`src/rtl/page_reg_file.sv`:
```
// Eight-entry flop-based register file with a registered read port and write-through bypass.
// Optional scan chain over all entries is compiled in with PAGE_REG_FILE_SCAN_EN.
module page_reg_file #(
   parameter int                WIDTH   = 8,
   parameter logic [WIDTH-1:0]  RST_VAL = {WIDTH{1'b0}}
) (
   input  logic             clk,
   input  logic             reset_n,
   input  logic             en_in,
   input  logic [2:0]       wr_addr,
   input  logic [WIDTH-1:0] din,
   input  logic             en_out,
   input  logic [2:0]       rd_addr,
   output logic [WIDTH-1:0] dout,
   output logic             dout_vld,
   input  logic             tc,
   input  logic             td,
   output logic             tq
);

   localparam int DEPTH = 8;
   localparam int CHAIN = DEPTH * WIDTH;

   logic [DEPTH-1:0][WIDTH-1:0] r_mem;
   logic                        w_wr;
   logic                        w_rd;
   logic [WIDTH-1:0]            w_rd_data;

`ifdef PAGE_REG_FILE_SCAN_EN
   logic [CHAIN-1:0] w_chain;
   logic [CHAIN-1:0] w_chain_nxt;

   // Entry 0 bit 0 sits at the LSB of the flattened array, so a left shift walks the chain.
   assign w_chain     = r_mem;
   assign w_chain_nxt = {w_chain[CHAIN-2:0], td};
   assign w_wr        = en_in  & ~tc;
   assign w_rd        = en_out & ~tc;
   assign tq          = r_mem[DEPTH-1][WIDTH-1];
`else
   logic w_unused_scan;

   assign w_unused_scan = tc ^ td;
   assign w_wr          = en_in;
   assign w_rd          = en_out;
   assign tq            = 1'b0;
`endif

   assign w_rd_data = (w_wr && (wr_addr == rd_addr)) ? din : r_mem[rd_addr];

   always_ff @(posedge clk or negedge reset_n) begin
      if (!reset_n) begin
         r_mem <= {DEPTH{RST_VAL}};
      end
`ifdef PAGE_REG_FILE_SCAN_EN
      else if (tc) begin
         r_mem <= w_chain_nxt;
      end
`endif
      else if (w_wr) begin
         r_mem[wr_addr] <= din;
      end
   end

   always_ff @(posedge clk or negedge reset_n) begin
      if (!reset_n) begin
         dout     <= {WIDTH{1'b0}};
         dout_vld <= 1'b0;
      end else if (w_rd) begin
         dout     <= w_rd_data;
         dout_vld <= 1'b1;
      end else begin
         dout_vld <= 1'b0;
      end
   end

endmodule

```
`config.mk`:
```
export PLATFORM = sky130hd
export DESIGN_NAME = page_reg_file
export DESIGN_NICKNAME = d
export VERILOG_FILES = /design/src/rtl/page_reg_file.sv
export SDC_FILE = /design/constraint.sdc
export NUM_CORES = 1
export LEC_CHECK = 0
export ABC_AREA = 1
export BUFFER_PORTS_ARGS = -buffer_cell sky130_fd_sc_hd__buf_2
export CELL_PAD_IN_SITES_DETAIL_PLACEMENT = 1
export CELL_PAD_IN_SITES_GLOBAL_PLACEMENT = 1
export CORE_MARGIN = 1.5
export CORE_UTILIZATION = 40
export DETAILED_ROUTE_END_ITERATION = 12
export PLACE_DENSITY_LB_ADDON = 0.1
export SETUP_SLACK_MARGIN = 0.3
export SYNTH_ARGS = -nofsm -noshare
export SYNTH_HDL_FRONTEND = slang
export SYNTH_SLANG_ARGS = --single-unit
```
`constraint.sdc`:
```
create_clock -name clk -period 0.9 [get_ports clk]
set_input_delay 0.18 -clock clk [delete_from_list [all_inputs] [get_ports clk]]
set_output_delay 0.18 -clock clk [all_outputs]
set_load 0.05 [all_outputs]
```
==> results.cfg <==
[logic_synthesis]
synth_top_area_cell = dfrtp_1
yosysSeqAreaShare = 0.513
yosys-top-cells-area = dfrtp_1 (51%), nand2_1 (16%), nand3_1 (8.0%), o21ai_0 (7.9%), inv_1 (3.5%)
yosys_warnings = 0
synthesis.nets = 467
synth_top_area_frac = 0.513
synth-seq-cells = 73
synth.most_common_cell = nand2_1
synthCells = 447
synth_flop_cell = dfrtp_1
ys_top_cells_by_count = nand2_1 (155), dfrtp_1 (73), nand3_1 (57)
avgSynthCellArea_um2 = 7.97
synth_edf_count = 0
ys_types = 24
synth-async-reset-ratio = 1.00
syn_area_mm2 = 0.00356

[setup_path]
path_class = register to output port
critical_path_buf_inv_count = 1
path_max_fanout = 2
critPathSlowestCell = dfrtp_2
critPathMaxStageDelay_ns = 0.43
critPathCaptureType = output port
worstPathCellList = buf_6
critPathTopFamily = flip-flops
startpoint_type = register
arrival_ns = 0.95
cp.required_ns = 0.72

[timing]
finalMaxSlewViolations = 0
finalCriticalPeriod_ns = 1.13
holdWs_ns = -0.348
finalCritPeriodShare = 1.26
finalHoldViolations = 73
setup_slack_ns = -0.231
rsz0062_at_grt = yes
clock_skew_ns = 0.0112
finalSetupViolations = 17
max_clock_freq_ghz = 0.885

[global_route]
use_met1 = 0.366
grt_max_degree = 39
grt_first_pass_wirelength_um = 21300
overflow = 0
grt_pass1_vias = 3860
antenna_found_initial = 0
grt_usage = 0.295
top_usage_layer = met2
gr-usage-met3 = 0.0554
use_met2 = 0.515

[cts]
cts_buffers = 9
tritoncts = built
cts_buffer_depth = 2
cts_sinks = 73
clkTransAtPathRegs_ns = 0.09
clock_latency_ns = 0.36
ctsRootBufferMaster = clkbuf_8
cts_max_level = 3

[floorplanning]
coreArea_mm2 = 0.00868
die_h_um = 97.4
fp.dieW_um = 97.4
pin_count = 30
dieArea_mm2 = 0.00948
initial_core_util = 0.410
rows = 34

[final_layout]
fin_area_mm2 = 0.00609
drive_above_1_share = 0.599
n_antenna_cell = 0
nets = 579
area_growth_pct = 71.0

[power_and_ir_drop]
sequentialPowerShare = 0.391
switchingPower_w = 0.00401
power_frac_comb = 0.347
power.total_w = 0.0113
powerDensity_mw_per_mm2 = 1860
leakage_nw = 2.82
intPower_w = 0.00731
peakVddDrop_uv = 1180
p_sw_frac = 0.354
p_clk_frac = 0.263

[drt]
drc_errors = 0
dr.pass1.iters = 4
wl_per_cell_um = 25.0
routed_wl_um = 16800
vias = 3861
avgViaCountPerCell = 5.75
ant_nets = 0
drtIter0Drc = 253

[place]
port_buffers = 26
gp_congestion = 0.792
hpwl_um = 7690
pre_cts_ws_ns = -0.400
placed_area_mm2 = 0.00433

[run_status]
status = finished with violations
failed_checks = hold timing, setup timing

[job]
drv_cap = 0

[min_path]
holdCritPathClass = input port to async pin
==> stage by stage <==
stage	setup TNS (ns)	util	cells
floorplan	-0.870	-	447
global placement	-19.33	0.499	591
detailed placement	-20.31	0.499	591
CTS	-2.37	0.610	631
global route	-3.41	0.702	672
finish	-3.04	0.702	672
==> metal layers <==
layer / part of all wire / vias to the layer above
met2: 0.51 / 146
li1: - / 1667
met3: 0.052 / 70
met5: 0 / -
met1: 0.38 / 1978
met4: 0.053 / 0
==> power groups by stage <==
stage          clock network, W  logic (W)  registers [W]
6_report                0.00297    0.00392        0.00442
5_1_grt                 0.00312    0.00416        0.00444
4_1_cts                 0.00296    0.00272        0.00431
3_5_place_dp                  0    0.00217        0.00430
3_3_place_gp                  0    0.00210        0.00428
2_1_floorplan                 0    0.00128        0.00440
==> state kept, by name, indices dropped and copies added, names as in the netlist <==
signal / cells
dout_vld: 1
dout: 8
r_mem: 64
==> kinds of logic (layout without fill, tap and decap cells) <==
kind of cell | Yosys count | in the layout | share of synthesized area
other cells | 1 | 1 | 0.00105
simple gates | 241 | 248 | 0.295
flops | 73 | 73 | 0.513
compound gates | 72 | 72 | 0.110
buf+inv | 60 | 170 | 0.0815
==> final timing paths <==
check                            end  startpoint  depth (start not counted)  slack (ns)
min                          dout[1]     reset_n                          1       -0.35
max                          dout[1]     dout[1]                          1       -0.23
min in group clk            dout_vld      en_out                          1        0.07
min reg2reg                r_mem[53]   r_mem[53]                          2        0.50
max reg2reg                  dout[4]   r_mem[28]                          6       -0.18
max in group asynchronous  r_mem[26]     reset_n                          2        0.76
==> timing repair <==
action                                  in CTS  in global routing
pin swaps                                   66                 53
resized for setup                          133                117
endpoints found under the setup margin      81                 81
buffers inserted                            17                 40
gates cloned                                 7                  1
hold endpoints to repair                    73                 73
==> cells in the final DEF, fill, tap and decap left out, types with 7 or more instances in the layout <==
cell type and count:
o21ai_1 26, buf_2 12, nand2_4 23, nand2_2 61, buf_6 24, a21oi_2 8
inv_1 27, nand2_1 73, buf_4 48, buf_12 23, o21ai_2 37, nand2_8 12
nor2_4 15, buf_8 7, nand3_1 26, clkbuf_8 10, dfrtp_1 69, nand3_2 30
==> final cells by class <==
cell class	instances	area, um^2
clock inverters	5	78.8
multi-input cells	321	2390
flip-flops and latches	73	1830
inverters	39	233
well taps	108	135
fillers	892	2590
repair buffers	115	1280
clock buffers	11	141
(Power assumes the default switching activity.)
